**src/rtl/spook_bus_pkg.sv**
```systemverilog
// Shared definitions for the Spook status-bus serializer: default bus width,
// bytes per word, byte-index width helper and serializer FSM states.
package spook_bus_pkg;

  localparam int BUS_SIZE_DEFAULT = 32;
  localparam int BYTES_PER_WORD   = BUS_SIZE_DEFAULT / 8;

  function automatic int idxWidth(input int bytesPerWord);
    return (bytesPerWord > 1) ? $clog2(bytesPerWord) : 1;
  endfunction

  typedef enum logic {
    SER_IDLE  = 1'b0,
    SER_SHIFT = 1'b1
  } serState_e;

endpackage

```
**src/rtl/spook_ser_fifo.sv**
```systemverilog
// Word FIFO ahead of the serializer: stores each status word with its last flag
// and tracks its fill level to derive full/empty.
module spook_ser_fifo #(
  parameter int WIDTH = 32,
  parameter int DEPTH = 2
) (
  input  logic             clk,
  input  logic             rst,
  input  logic             push_i,
  input  logic             pop_i,
  input  logic [WIDTH-1:0] data_i,
  input  logic             last_i,
  output logic [WIDTH-1:0] data_o,
  output logic             last_o,
  output logic             full_o,
  output logic             empty_o
);

  localparam int PW = $clog2(DEPTH);
  localparam int LW = PW + 1;

  logic [WIDTH:0]  mem_q [DEPTH];
  logic [PW-1:0]   wrPtr_q, rdPtr_q;
  logic [LW-1:0]   level_q;
  logic            doPush, doPop;

  assign full_o  = (level_q == LW'(DEPTH));
  assign empty_o = (level_q == '0);
  assign doPush  = push_i && !full_o;
  assign doPop   = pop_i && !empty_o;

  always_ff @(posedge clk or negedge rst) begin
    if (!rst) begin
      wrPtr_q <= '0;
      rdPtr_q <= '0;
      level_q <= '0;
    end else begin
      if (doPush) wrPtr_q <= wrPtr_q + PW'(1);
      if (doPop)  rdPtr_q <= rdPtr_q + PW'(1);
      case ({doPush, doPop})
        2'b10:   level_q <= level_q + LW'(1);
        2'b01:   level_q <= level_q - LW'(1);
        default: level_q <= level_q;
      endcase
    end
  end

  // Storage needs no reset: entries are only read once the level says they are valid.
  always_ff @(posedge clk) begin
    if (doPush) mem_q[wrPtr_q] <= {last_i, data_i};
  end

  assign {last_o, data_o} = mem_q[rdPtr_q];

endmodule

```
**src/rtl/spook_out_serializer.sv**
```systemverilog
// Serializes Spook status-bus words into MSB-first bytes for the host.
// Define SPOOK_SER_BYTECNT_EN to add the per-message byte_count output.
module spook_out_serializer
  import spook_bus_pkg::*;
#(
  parameter int BUS_SIZE = BUS_SIZE_DEFAULT,
  parameter int DEPTH    = 2
) (
  input  logic                clk,
  input  logic                rst,
  input  logic [BUS_SIZE-1:0] in_data,
  input  logic                in_valid,
  input  logic                in_last,
  output logic                in_ready,
  output logic [7:0]          out_byte,
  output logic                out_valid,
  input  logic                out_ready,
  output logic                out_last
`ifdef SPOOK_SER_BYTECNT_EN
  ,
  output logic [15:0]         byte_count
`endif
);

  localparam int BPW   = BUS_SIZE / 8;
  localparam int IDX_W = idxWidth(BPW);
  localparam logic [IDX_W-1:0] IDX_LAST = IDX_W'(BPW - 1);

  serState_e             state_q, state_d;
  logic [IDX_W-1:0]      idx_q, idx_d;
  logic [BUS_SIZE-1:0]   word_q, word_d;
  logic                  last_q, last_d;

  logic                  fifoPush, fifoPop, fifoFull, fifoEmpty, fifoLast;
  logic [BUS_SIZE-1:0]   fifoData;
  logic                  accept, byteFire, wordDone;

  spook_ser_fifo #(
    .WIDTH (BUS_SIZE),
    .DEPTH (DEPTH)
  ) u_fifo (
    .clk     (clk),
    .rst     (rst),
    .push_i  (fifoPush),
    .pop_i   (fifoPop),
    .data_i  (in_data),
    .last_i  (in_last),
    .data_o  (fifoData),
    .last_o  (fifoLast),
    .full_o  (fifoFull),
    .empty_o (fifoEmpty)
  );

  // Gating with rst keeps in_ready low for the whole reset, not just after it.
  assign in_ready  = rst && !fifoFull;
  assign accept    = in_valid && in_ready;
  assign out_valid = (state_q == SER_SHIFT);
  assign byteFire  = out_valid && out_ready;
  assign wordDone  = byteFire && (idx_q == IDX_LAST);
  assign out_last  = out_valid && last_q && (idx_q == IDX_LAST);

  always_ff @(posedge clk or negedge rst) begin
    if (!rst) begin
      state_q <= SER_IDLE;
      idx_q   <= '0;
      word_q  <= '0;
      last_q  <= 1'b0;
    end else begin
      state_q <= state_d;
      idx_q   <= idx_d;
      word_q  <= word_d;
      last_q  <= last_d;
    end
  end

  // A new word is taken whenever the serializer is idle or finishing its last byte;
  // the FIFO head has priority, and only if it is empty does an incoming word bypass it.
  always_comb begin
    state_d  = state_q;
    idx_d    = idx_q;
    word_d   = word_q;
    last_d   = last_q;
    fifoPush = 1'b0;
    fifoPop  = 1'b0;
    if (byteFire) idx_d = idx_q + IDX_W'(1);
    if ((state_q == SER_IDLE) || wordDone) begin
      idx_d = '0;
      if (!fifoEmpty) begin
        word_d   = fifoData;
        last_d   = fifoLast;
        fifoPop  = 1'b1;
        fifoPush = accept;
        state_d  = SER_SHIFT;
      end else if (accept) begin
        word_d  = in_data;
        last_d  = in_last;
        state_d = SER_SHIFT;
      end else begin
        state_d = SER_IDLE;
      end
    end else begin
      fifoPush = accept;
    end
  end

  always_comb begin
    out_byte = '0;
    for (int i = 0; i < BPW; i++) begin
      if (idx_q == IDX_W'(i)) out_byte = word_q[BUS_SIZE-1-8*i -: 8];
    end
  end

`ifdef SPOOK_SER_BYTECNT_EN
  logic [15:0] byteCnt_q;

  always_ff @(posedge clk or negedge rst) begin
    if (!rst) begin
      byteCnt_q <= '0;
    end else if (byteFire) begin
      if (out_last)                     byteCnt_q <= '0;
      else if (byteCnt_q != 16'hFFFF)   byteCnt_q <= byteCnt_q + 16'd1;
    end
  end

  assign byte_count = byteCnt_q;
`endif

endmodule

```
**config.mk**
```make
export PLATFORM = sky130hd
export DESIGN_NAME = spook_out_serializer
export DESIGN_NICKNAME = d
export VERILOG_FILES = /design/src/rtl/spook_bus_pkg.sv /design/src/rtl/spook_ser_fifo.sv /design/src/rtl/spook_out_serializer.sv
export SDC_FILE = /design/constraint.sdc
export NUM_CORES = 1
export LEC_CHECK = 0
export BUFFER_PORTS_ARGS = -buffer_cell sky130_fd_sc_hd__buf_2
export CORE_ASPECT_RATIO = 0.6
export CORE_MARGIN = 5
export CORE_UTILIZATION = 55
export CTS_BUF_LIST = sky130_fd_sc_hd__clkbuf_2
export CTS_CLUSTER_SIZE = 24
export DETAILED_ROUTE_END_ITERATION = 7
export GPL_TIMING_DRIVEN = 0
export PLACE_DENSITY = 0.77
export SLEW_MARGIN = 0
export SYNTH_ARGS = -nofsm -noshare
export SYNTH_HDL_FRONTEND = slang
export SYNTH_HIERARCHICAL = 1
export SYNTH_SLANG_ARGS = --single-unit
export TNS_END_PERCENT = 30
```
**constraint.sdc**
```tcl
create_clock -name clk -period 5.3 [get_ports clk]
set_input_delay 0.795 -clock clk [delete_from_list [all_inputs] [get_ports clk]]
set_output_delay 0.795 -clock clk [all_outputs]
set_load 0.01 [all_outputs]
```
### After elaboration in Yosys (flattened, before gate mapping)

Memories as Yosys holds them, arrays and structs flattened.
Index checks and enable logic that the tools add are counted.

| storage, ports and cells | value |
|---|---|
| word-level logic and storage cells | 56 |
| register bits | 40 |
| bits in writable memories | 66 |
| output and inout port bits | 11 |
| input bits | 37 |
| memories kept | 1 |

| cells by class | value |
|---|---|
| bitwise logic cells | 1 |
| equal/unequal tests | 7 |
| $add $sub $neg | 5 |
| multiplexer cells | 19 |
| reduce and logical (&&, ||, !) cells | 16 |

Memories:

| name | words | bits a word | read ports | clocked after Yosys merged registers in | wr ports | RTL line | RTL |
|---|---|---|---|---|---|---|---|
| u_fifo.mem_q | 2 | 33 | 1 | 0 | 1 | spook_ser_fifo.sv:22 | `logic [WIDTH:0] mem_q [DEPTH];` |

Operators with widths:

| operator | count |
|---|---|
| two-way mux 32 bit | 2 |
| two-way mux 8 bit | 4 |
| two-way mux 1 bit | 10 |
| equality test 2 bit, second input constant | 4 |
| logical AND 1 bit | 8 |
| adder 2 x 1 -> 2 bit, second input constant | 2 |
| equality test 2 x 1 -> 1 bit, second input constant | 2 |
| logical NOT 2 bit | 2 |
| two-way mux 2 bit | 2 |
| case mux 2 bit (2 select lines) | 1 |
| nonzero test 2 bit | 2 |
| adder 1 bit, second input constant | 2 |
| logical NOT 1 bit | 2 |
| inequality test 2 x 1 -> 1 bit, second input constant | 1 |
| AND reduction 2 bit | 1 |
| subtractor 2 x 1 -> 2 bit, second input constant | 1 |
| logical OR 1 bit | 1 |
| inverter 1 bit | 1 |

### Logic depth before layout (Yosys ltp)

| depth | value |
|---|---|
| word-level depth | 9 |
| depth in mapped cells | 13 |
| mapped depth without buffers | 11 |

### Cells and area by module

The synthesis kept the hierarchy.

Modules (own cells, without submodules):

| module | times used | area each (sq um) | cells an instance | sequential area each (sq um) |
|---|---|---|---|---|
| spook_out_serializer | 1 | 2946.6 | 291 | 900.9 |
| spook_ser_fifo | 1 | 2730.1 | 121 | 2082.0 |

### Least setup slack after synthesis

OpenSTA, ideal clock, no wires.

| timing path | value |
|---|---|
| path type | input port to flip-flop |
| from | in rst |
| to | mem u_fifo/mem_q[0][0] in the netlist's numbering (enable) |
| buffers on the path | 2 |
| setup time | 0.423 ns |
| required time | 4.877 ns |
| arrival | 2.971 ns |
| slack | 1.906 ns |
| cell stages on the path | 8 |
| path through | nand2b_1 > buf_2 > buf_4 > clkinv_1 > nand2_1 > a21oi_1 > nand2_1 > nor2_1 |

| on the way | value |
|---|---|
| longest elaborated chain between the ends | 7 |

RTL lines:

| element | RTL line | RTL |
|---|---|---|
| start: declaration | spook_out_serializer.sv:10 | `input logic rst,` |
| logical AND 1 bit * | spook_out_serializer.sv:55 | `assign in_ready = rst && !fifoFull;` |
| via in_ready | spook_out_serializer.sv:14 | `output logic in_ready,` |
| logical AND 1 bit * | spook_out_serializer.sv:56 | `assign accept = in_valid && in_ready;` |
| two-way mux 1 bit | spook_out_serializer.sv:88 | `if (!fifoEmpty) begin` |
| two-way mux 1 bit * | spook_out_serializer.sv:86 | `if ((state_q == SER_IDLE) \|\| wordDone) begin` |
| via fifoPush | spook_out_serializer.sv:34 | `logic fifoPush, fifoPop, fifoFull, fifoEmpty, fifoLast;` |
| logical AND 1 bit * | spook_ser_fifo.sv:29 | `assign doPush = push_i && !full_o;` |
| two-way mux 1 bit * | spook_ser_fifo.sv:50 | `if (doPush) mem_q[wrPtr_q] <= {last_i, data_i};` |
| two-way mux 1 bit (not written as such) * | spook_ser_fifo.sv:50 |  |
| end: declaration | spook_ser_fifo.sv:22 |  |

Mark *: on every way through the listed nets, which the timed path passes. The rest lies on a longest branch.

### Worst setup path after layout

| timing path | value |
|---|---|
| from | reg idx_q[0] |
| to | out out_byte[0] |

| on the way | value |
|---|---|
| longest elaborated chain between the ends | 5 |
| elaborated cells between the ends (all ways) | 8 |
| classes of those cells | 3 x eq/ne; 4 x mux; 1 x reduce/logical |

RTL lines:

| element | RTL line | RTL |
|---|---|---|
| start: declaration | spook_out_serializer.sv:30 | `logic [IDX_W-1:0] idx_q, idx_d;` |
| start signal: assignment | spook_out_serializer.sv:70 | `idx_q <= idx_d;` |
| logical NOT 2 bit | spook_out_serializer.sv:109 | `if (idx_q == IDX_W'(i)) out_byte = word_q[BUS_SIZE-1-8*i -: 8];` |
| two-way mux 8 bit (3 in a row) | spook_out_serializer.sv:109 |  |
| two-way mux 8 bit * | spook_out_serializer.sv:109 |  |
| end: declaration | spook_out_serializer.sv:15 | `output logic [7:0] out_byte,` |

Mark *: on every way between the ends. The rest lies on a longest branch, timed or not.

==> flow_summary_export.csv <==
group,metric,value,unit
sta,fin_ws,2.03,ns
route,ant_nets,0,
finish,layout.nets,513,
synth,yosysTopAreaCellShare,34.9,%
finish,syn_to_final_growth,9.70,%
synth,syn_area,5680,um2
run_status,status,"finished, final reports clean",
clock_network,cts_buffer_depth,2,
power,irDropWorstVdd,0.000367,V
clock_network,cts_inserted_buffers,9,
clock_network,clock_sinks,106,
power,p_total,3.21,mW
clock_network,cts_resized,0,
route,routed_wl,13100,um
route,via_per_inst,5.99,
floorplanning,fp.dieH,88.7,um
sta,drv_slew,0,
power,p_per_area,515,nW/um2
route,first_pass_iters,5,
grt,grt_first_pass_wirelength,20900,um
floorplanning,rows,28,
sta,tns,0,ns
floorplanning,initial_core_util,57.1,%
setup_path,cp_max_fo,10,
flow_run,drv_cap,0,
floorplanning,io_pins,48,
finish,num_antenna_cells,0,
synth,synth.avg_cell_area,13.8,um2
synth,yosys_warnings,6,
sta,fin_crit,3.27,ns
synth,synth_area_leaders,"edfxtp_1 (35%), dfrtp_1 (18%), o32ai_2 (8.6%)",
clock_network,path_clk_slew,0.29,ns
clock_network,postCtsSetupBuffers,0,
route,drt_iter0_drc,433,
floorplanning,die_x,141,um
clock_network,hold_buffers,0,
placed_design,dp_hpwl,9320,um
setup_path,crit_required,4.51,ns
setup_path,arrival,2.47,ns
clock_network,root_buffer,"clkbuf_2",
synth,synth-edff-count,66,
route,wire_per_inst,21.4,um
synth,yosys_register_bits,106,
power,p_leak,2.34,nW
grt,grt_pass1_vias,3657,
placed_design,port_buffers,47,
placed_design,place_congestion,0.869,
synth,synth_nets,454,
finish,drive_gt1_share,40.1,%
grt,grt_start_max_net_pins,43,
setup_path,crit_type,"register to output pin",
finish,instances_no_fill,611,
synth,synthArstFlopShare,37.7,%
setup_path,worstSetupStartpointType,"register",
sta,relSlewSlack,32.5,%
route,drc,0,
placed_design,dp_slack,1.55,ns
floorplanning,core,9950,um2
clock_network,clock_latency,0.61,ns
grt,track_usage,22.0,%
setup_path,crit_path_end_kind,"output pin",
clock_network,cts_tree,"yes",
sta,skew,0.0302,ns
placed_design,dpl.cell_count,595,
synth,ys.flop_type,"edfxtp_1",
sta,fmax,306,MHz
clock_network,htree_levels,3,
floorplanning,die_area,12500,um2
synth,yosys-top-cells-count,"edfxtp_1 (66), dfrtp_1 (40), nor2_1 (37)",
sta,tightest_slew,1.01,ns
synth,syn_inst,412,
placed_design,place_area,6120,um2
sta,setup_viol,0,
grt,grt-ovfl-total,0,
finish,num-fill-cells,770,
sta,rsz0062_at_grt,"no",
route,route.vias.total,3661,
min_path,hold_class,"primary input to async pin",
grt,antenna_found_initial,0,
finish,finalInstanceArea,6230,um2
synth,yosysSeqAreaShare,52.5,%
sta,hold_viol_final,0,
sta,finalCritPeriodShare,61.7,%
synth,synth_most_common_cell,"edfxtp_1",
synth,synth_area_leader_cell,"edfxtp_1",
synth,synth_cell_types,40,
==> cells by family after synthesis <==
kind of cell | after synthesis | synth area share [%]
AO/OA/AOI/OAI | 88 | 19.2
flip-flops | 106 | 52.5
adder cells (fa/ha/maj) | 5 | 1.10
multiplexers | 34 | 8.64
XOR/XNOR | 5 | 0.772
buffers and inverters | 43 | 5.88
AND/OR/NAND/NOR | 131 | 11.9
==> metrics by stage <==
step           utilization, %  hold slack (ns)
2_1_floorplan               -            0.461
3_3_place_gp             61.1            0.480
3_5_place_dp             61.5            0.507
4_1_cts                  62.6            0.321
5_1_grt                  62.6            0.301
6_report                 62.6            0.304
==> routing by layer <==
metal  part of all wire, %  track usage [%]  wire [um]  vias to the layer above
met5                     0                0          0                        -
met4                  0.69             4.31         90                        0
met3                   7.2             5.67        934                       13
met2                    44             32.3       5800                      136
met1                    48             33.4       6230                     1835
li1                      -                -          -                     1677
==> registers in the layout, summed over array words and instances, names as in the netlist <==
| name | cells |
|---|---|
| out_valid | 1 |
| u_fifo/wrPtr_q | 1 |
| word_q | 32 |
| idx_q | 2 |
| u_fifo/mem_q | 66 |
| last_q | 1 |
| u_fifo/level_q | 2 |
| u_fifo/rdPtr_q | 1 |
==> power by group <==
group | internal (mW) | total [mW] | switching, mW
clock network | 0.111 | 0.377 | 0.266
logic | 0.718 | 1.57 | 0.857
registers | 1.09 | 1.26 | 0.170
==> final timing paths <==
check	startpoint	end	slack [ns]	cells after the start
max	idx_q[0]	out_byte[0]	2.03	6
min	rst	word_q[15]	0.30	1
max reg2reg	u_fifo/level_q[0]	u_fifo/mem_q[0][30]	2.49	11
min reg2reg	u_fifo/level_q[1]	u_fifo/level_q[1]	0.53	1
max in group asynchronous	rst	word_q[30]	4.36	1
min in group clk	in_data[15]	u_fifo/mem_q[1][15]	0.35	1
==> critical path: stages (launching register included) <==
cell and delay, ns:
dfrtp_1 0.51, inv_1 0.11, ha_1 0.26, clkbuf_1 0.38, a221oi_1 0.14, o31ai_1 0.29
buf_2 0.18
==> final cells by class <==
type / instances / area, um2 / share of cell area (%)
Multi-Input combinational cell: 263 / 2370 / 38.0
Tap cell: 135 / 169 / 2.71
Buffer: 38 / 315 / 5.06
Clock buffer: 11 / 55.1 / 0.884
Sequential cell: 106 / 2980 / 47.9
Clock inverter: 5 / 55.1 / 0.884
Inverter: 5 / 18.8 / 0.301
Timing Repair Buffer: 48 / 263 / 4.22
==> layout by cell type (no fill, tap or decap), types with 8 or more instances in the layout <==
cell type / netlist / routed
edfxtp_1: 66 / 66
a211oi_2: 30 / 30
buf_2: 12 / 59
o32ai_2: 30 / 30
nor2_1: 37 / 36
clkbuf_2: 0 / 11
a221oi_1: 8 / 8
nor2b_1: 8 / 8
mux2_4: 29 / 29
nor3_1: 33 / 33
dfrtp_1: 40 / 40
nand2_1: 10 / 10
nand2b_1: 31 / 31
(Power assumes the default switching activity.)
